--- src/rtl/uart_receiver.sv ---
// 8N1 UART receiver with 16x oversampling, framing-error and break handling.
// Define UART_RX_PARITY_EN for 8E1 framing with a perr strobe.
module uart_receiver #(
  parameter int CLKFREQ = 100_000_000,
  parameter int BAUD    = 9_600
) (
  input  logic       clk,
  input  logic       rst,
  input  logic       rxd,
  output logic [7:0] data,
  output logic       rdy,
  output logic       ferr
`ifdef UART_RX_PARITY_EN
  ,
  output logic       perr
`endif
);

  localparam int OSDIV = CLKFREQ / (BAUD * 16);
  localparam int TW    = (OSDIV > 1) ? $clog2(OSDIV) : 1;

  generate
    if (OSDIV < 1) begin : g_osdiv_check
      $error("uart_receiver: CLKFREQ/(BAUD*16) must be >= 1");
    end
  endgenerate

`ifdef UART_RX_PARITY_EN
  typedef enum logic [2:0] {IDLE, START, DATA, PARITY, STOP, BREAK} state_t;
`else
  typedef enum logic [2:0] {IDLE, START, DATA, STOP, BREAK} state_t;
`endif

  state_t        state_reg;
  logic [1:0]    sync_reg;
  logic          rxs;
  logic [TW-1:0] tick_cnt_reg;
  logic          os_tick;
  logic [3:0]    os_cnt_reg;
  logic [2:0]    bit_cnt_reg;
  logic [7:0]    shreg_reg;

  // Two-flop synchronizer; resets to the idle (high) line level.
  always_ff @(posedge clk or posedge rst) begin
    if (rst) begin
      sync_reg <= 2'b11;
    end else begin
      sync_reg <= {sync_reg[0], rxd};
    end
  end

  assign rxs     = sync_reg[1];
  assign os_tick = (tick_cnt_reg == TW'(OSDIV - 1));

  // Held at zero while idle so the first tick lands one divider period after the edge.
  always_ff @(posedge clk or posedge rst) begin
    if (rst) begin
      tick_cnt_reg <= '0;
    end else if (state_reg == IDLE || os_tick) begin
      tick_cnt_reg <= '0;
    end else begin
      tick_cnt_reg <= tick_cnt_reg + TW'(1);
    end
  end

`ifdef UART_RX_PARITY_EN
  logic par_reg;
`endif

  always_ff @(posedge clk or posedge rst) begin
    if (rst) begin
      state_reg   <= IDLE;
      os_cnt_reg  <= 4'd0;
      bit_cnt_reg <= 3'd0;
      shreg_reg   <= 8'h00;
      data        <= 8'h00;
      rdy         <= 1'b0;
      ferr        <= 1'b0;
`ifdef UART_RX_PARITY_EN
      par_reg     <= 1'b0;
      perr        <= 1'b0;
`endif
    end else begin
      rdy  <= 1'b0;
      ferr <= 1'b0;
`ifdef UART_RX_PARITY_EN
      perr <= 1'b0;
`endif
      case (state_reg)
        IDLE: begin
          os_cnt_reg  <= 4'd0;
          bit_cnt_reg <= 3'd0;
          if (!rxs) begin
            state_reg <= START;
          end
        end

        START: begin
          if (os_tick) begin
            if (os_cnt_reg == 4'd7) begin
              os_cnt_reg <= 4'd0;
              // A start bit that is gone by mid-bit was a glitch.
              state_reg  <= rxs ? IDLE : DATA;
            end else begin
              os_cnt_reg <= os_cnt_reg + 4'd1;
            end
          end
        end

        DATA: begin
          if (os_tick) begin
            if (os_cnt_reg == 4'd15) begin
              os_cnt_reg  <= 4'd0;
              shreg_reg   <= {rxs, shreg_reg[7:1]};
              bit_cnt_reg <= bit_cnt_reg + 3'd1;
              if (bit_cnt_reg == 3'd7) begin
`ifdef UART_RX_PARITY_EN
                state_reg <= PARITY;
`else
                state_reg <= STOP;
`endif
              end
            end else begin
              os_cnt_reg <= os_cnt_reg + 4'd1;
            end
          end
        end

`ifdef UART_RX_PARITY_EN
        PARITY: begin
          if (os_tick) begin
            if (os_cnt_reg == 4'd15) begin
              os_cnt_reg <= 4'd0;
              par_reg    <= rxs;
              state_reg  <= STOP;
            end else begin
              os_cnt_reg <= os_cnt_reg + 4'd1;
            end
          end
        end
`endif

        STOP: begin
          if (os_tick) begin
            if (os_cnt_reg == 4'd15) begin
              os_cnt_reg <= 4'd0;
              if (!rxs) begin
                ferr      <= 1'b1;
                state_reg <= BREAK;
              end else begin
                // Returning to IDLE mid-stop-bit lets an immediate next start edge be caught.
                state_reg <= IDLE;
`ifdef UART_RX_PARITY_EN
                if (^{shreg_reg, par_reg}) begin
                  perr <= 1'b1;
                end else begin
                  data <= shreg_reg;
                  rdy  <= 1'b1;
                end
`else
                data <= shreg_reg;
                rdy  <= 1'b1;
`endif
              end
            end else begin
              os_cnt_reg <= os_cnt_reg + 4'd1;
            end
          end
        end

        BREAK: begin
          if (rxs) begin
            state_reg <= IDLE;
          end
        end

        default: state_reg <= IDLE;
      endcase
    end
  end

endmodule

--- config.mk ---
export PLATFORM = sky130hd
export DESIGN_NAME = uart_receiver
export DESIGN_NICKNAME = d
export VERILOG_FILES = /design/src/rtl/uart_receiver.sv
export SDC_FILE = /design/constraint.sdc
export NUM_CORES = 1
export LEC_CHECK = 0
export CAP_MARGIN = 5
export CORE_AREA = 2 2 65 67
export CTS_CLUSTER_SIZE = 40
export DETAILED_ROUTE_END_ITERATION = 6
export DIE_AREA = 0 0 67 69
export MAX_ROUTING_LAYER = met4
export PLACE_DENSITY = 0.66
export SYNTH_ARGS = -nofsm -noshare
export SYNTH_HDL_FRONTEND = slang
export SYNTH_SLANG_ARGS = --single-unit
--- constraint.sdc ---
create_clock -name clk -period 5.15 [get_ports clk]
set_input_delay 1.2875 -clock clk [delete_from_list [all_inputs] [get_ports clk]]
set_output_delay 1.2875 -clock clk [all_outputs]
set_load 0.02 [all_outputs]
==> flow_metrics.py <==
metrics = {
    "status": {
        "status": "complete, no violations",
    },
    "global_route": {
        "grt_first_pass_wirelength_um": 5630,
        "grt_usage_pct": 16.0,
        "grt_busiest_layer": "met2",
        "grt-ovfl-total": 0,
        "antenna_found_initial": 0,
        "grt_start_max_net_pins": 41,
        "use_met3_pct": 3.43,
        "gr-usage-met2_pct": 23.8,
        "grt_pass1_vias": 1246,
        "grt_use_met1_pct": 22.1,
    },
    "critical_path": {
        "crit_fanout": 2,
        "r2r_slack_ns": 3.07,
        "cp.arrival_ns": 1.25,
        "cpMaxStageDelayCell": "clkdlybuf4s50_1",
        "r2r_end": "data[5]",
        "required_ns": 3.86,
        "path_cells": "clkdlybuf4s50_1",
        "crit_cells": 1,
        "worst_setup_path_start_kind": "flop",
        "crit_family": "buffers and inverters",
        "crit_path_end_kind": "output port",
        "reg2reg_from": "tick_cnt_reg[5]",
        "r2r_cells": 4,
        "slowest_delay_ns": 0.61,
        "crit_start": "data[5]",
        "worst-setup-path-type": "flop to output port",
        "critPathBufInv": 1,
    },
    "run": {
        "maxCapViolCount": 0,
    },
    "timing": {
        "tightestPinTransition_ns": 0.722,
        "finClkSkew_ns": 0.00677,
        "drv_slew": 0,
        "tns_ns": 0,
        "fin_crit_sh_pct": 49.2,
        "holdWs_ns": 0.359,
        "fin_ws_ns": 2.61,
        "finalCriticalPeriod_ns": 2.54,
        "report.final.hold_viol_count": 0,
        "rsz0062_at_grt": "no",
        "relSlewSlack_pct": 51.5,
        "fmax_mhz": 394,
        "final-setup-viol-count": 0,
    },
    "die": {
        "io_pins": 13,
        "core_mm2": 0.00391,
        "die_w_um": 67,
        "die_h_um": 69,
        "rows": 23,
        "start_util_pct": 47.1,
        "die_area_mm2": 0.00462,
    },
    "routing": {
        "ant_nets": 0,
        "drtIter0Drc": 66,
        "firstDrtPassIters": 4,
        "drc": 0,
        "viasPerCell": 5.37,
        "routed_wl_um": 3200,
        "vias": 1225,
        "wl_per_cell_um": 14.0,
    },
    "placement": {
        "portBuffers": 12,
        "place_inst": 220,
        "place_ws_ns": 2.92,
        "dp_hpwl_um": 2230,
        "gp_congestion": 0.825,
    },
    "finish": {
        "area_growth_syn_to_layout_pct": 14.8,
        "drive_above_1_share_pct": 18.5,
        "diodes": 0,
        "final_cell_mix": "38 x dfrtp_1, 17 x nor2_1, 16 x nand3_1, 16 x mux2_2, 12 x clkdlybuf4s50_1",
        "final_common_cell": "dfrtp_1",
        "post_layout_nonfiller_instances": 228,
        "largest_reg_flops": 10,
        "finalNetCount": 185,
        "fill_cells": 355,
    },
    "hold_path": {
        "whs_endpoint": "sync_reg[1]",
        "worstHoldStart": "sync_reg[0]",
        "hold_path_depth": 0,
        "hold_class": "flop to flop",
    },
    "yosys": {
        "syn_inst": 160,
        "ys_ff_latch": 40,
        "seq_area_frac_synth_pct": 54.4,
        "ys_warn_count": 0,
        "avgSynthCellArea_um2": 11.5,
        "synth.net_count": 168,
        "synthDistinctLibCells": 37,
        "syn_area_mm2": 0.00184,
    },
    "clock_tree": {
        "post_cts_resized": 0,
        "postCtsSetupBuffers": 0,
        "numCtsBuffers": 5,
        "clk_latency_ns": 0.28,
        "cts_hold_buffers": 0,
        "clkSinkCount": 40,
        "cts_buffer_depth": 2,
        "root_buffer": "clkbuf_8",
        "cts.htree.levels": 2,
        "cts_tree": "done",
        "clk_pin_slew_ns": 0.08,
    },
    "pwr": {
        "leakagePower_uw": 0.000957,
        "vdd_ir_drop_max_uv": 206,
        "p_per_area_mw_per_mm2": 254,
    },
}
cell type report:
cell class	count	area [µm²]	share of cell area [%]
Multi-Input combinational cell	110	803	37.9
Inverter	7	26.3	1.24
Clock buffer	7	86.3	4.08
Timing Repair Buffer	13	128	6.03
Tap cell	50	62.6	2.96
Sequential cell	40	1000	47.4
Clock inverter	1	7.51	0.355
power breakdown:
part           internal (µW)  switching (µW)  leakage (µW)  total (µW)
clock                    109             105     0.0000445         213
combinational           1.98            6.01      0.000375        7.99
sequential               315           0.767      0.000537         316
total                    426             111      0.000957         537
Yosys cell counts:
library cell,instances,share of area [%]
ha_1,5,3.4
inv_1,7,1.4
nand4_2,1,0.68
o21bai_1,1,0.41
and2_1,1,0.34
o22ai_1,2,0.68
nand3_2,1,0.54
nand3_1,16,4.3
o211ai_1,3,1.2
nand2_1,4,0.81
nor3_1,2,0.54
or3_1,3,1.0
nor3b_2,1,0.68
and3_1,3,1.0
nor3_4,1,0.88
nor2b_1,1,0.34
nor3b_1,1,0.41
xor2_1,2,0.95
or4_1,2,0.81
a2bb2oi_1,1,0.47
o21ai_1,1,0.27
dfstp_2,2,2.8
a41oi_1,2,0.95
xnor2_1,7,3.3
dfrtp_1,38,52
mux2_2,16,9.8
clkbuf_1,3,0.61
nor2_1,17,3.5
o21ai_0,5,1.4
or2_2,2,0.68
nor4_1,1,0.34
nand4_1,2,0.68
a21oi_1,2,0.54
nand3b_1,1,0.41
mux2_1,1,0.61
nand2b_1,1,0.34
nor4b_4,1,1.3
how the worst max path moves through the flow:
stage | to | slack (ns)
after global placement | data[6] | 2.94
after CTS | data[5] | 2.60
after detailed placement | data[7] | 2.92
final | data[5] | 2.61
after floorplan | bit_cnt_reg[0] | 2.95
after global routing | data[5] | 2.57
metrics by stage:
stage                     util (%)  instance area, µm²  total power [µW]
after CTS                     54.1                2120               543
final                         54.1                2120               537
after global routing          54.1                2120               560
after detailed placement      51.7                2020               331
after floorplan                  -                1840               327
after global placement        51.7                2020               330
kinds of logic (layout without fill, tap and decap cells):
group | count (synthesis) | in the layout | share of synthesized area [%]
AOI/OAI and AO/OA | 17 | 17 | 5.90
adders and majority gates | 5 | 5 | 3.39
DFF | 40 | 40 | 54.4
xor gates and xnor gates | 9 | 9 | 4.27
muxes | 17 | 17 | 10.4
and+or+nand+nor | 62 | 62 | 19.6
buffers and inverters | 10 | 28 | 2.04
metal layers:
layer  share of wire (%)  wire length (µm)
met4                 1.1                35
met5                   0                 0
met1                  49              1560
met3                 2.6                82
met2                  47              1520
No activity file was read; power rests on OpenSTA's default activity.
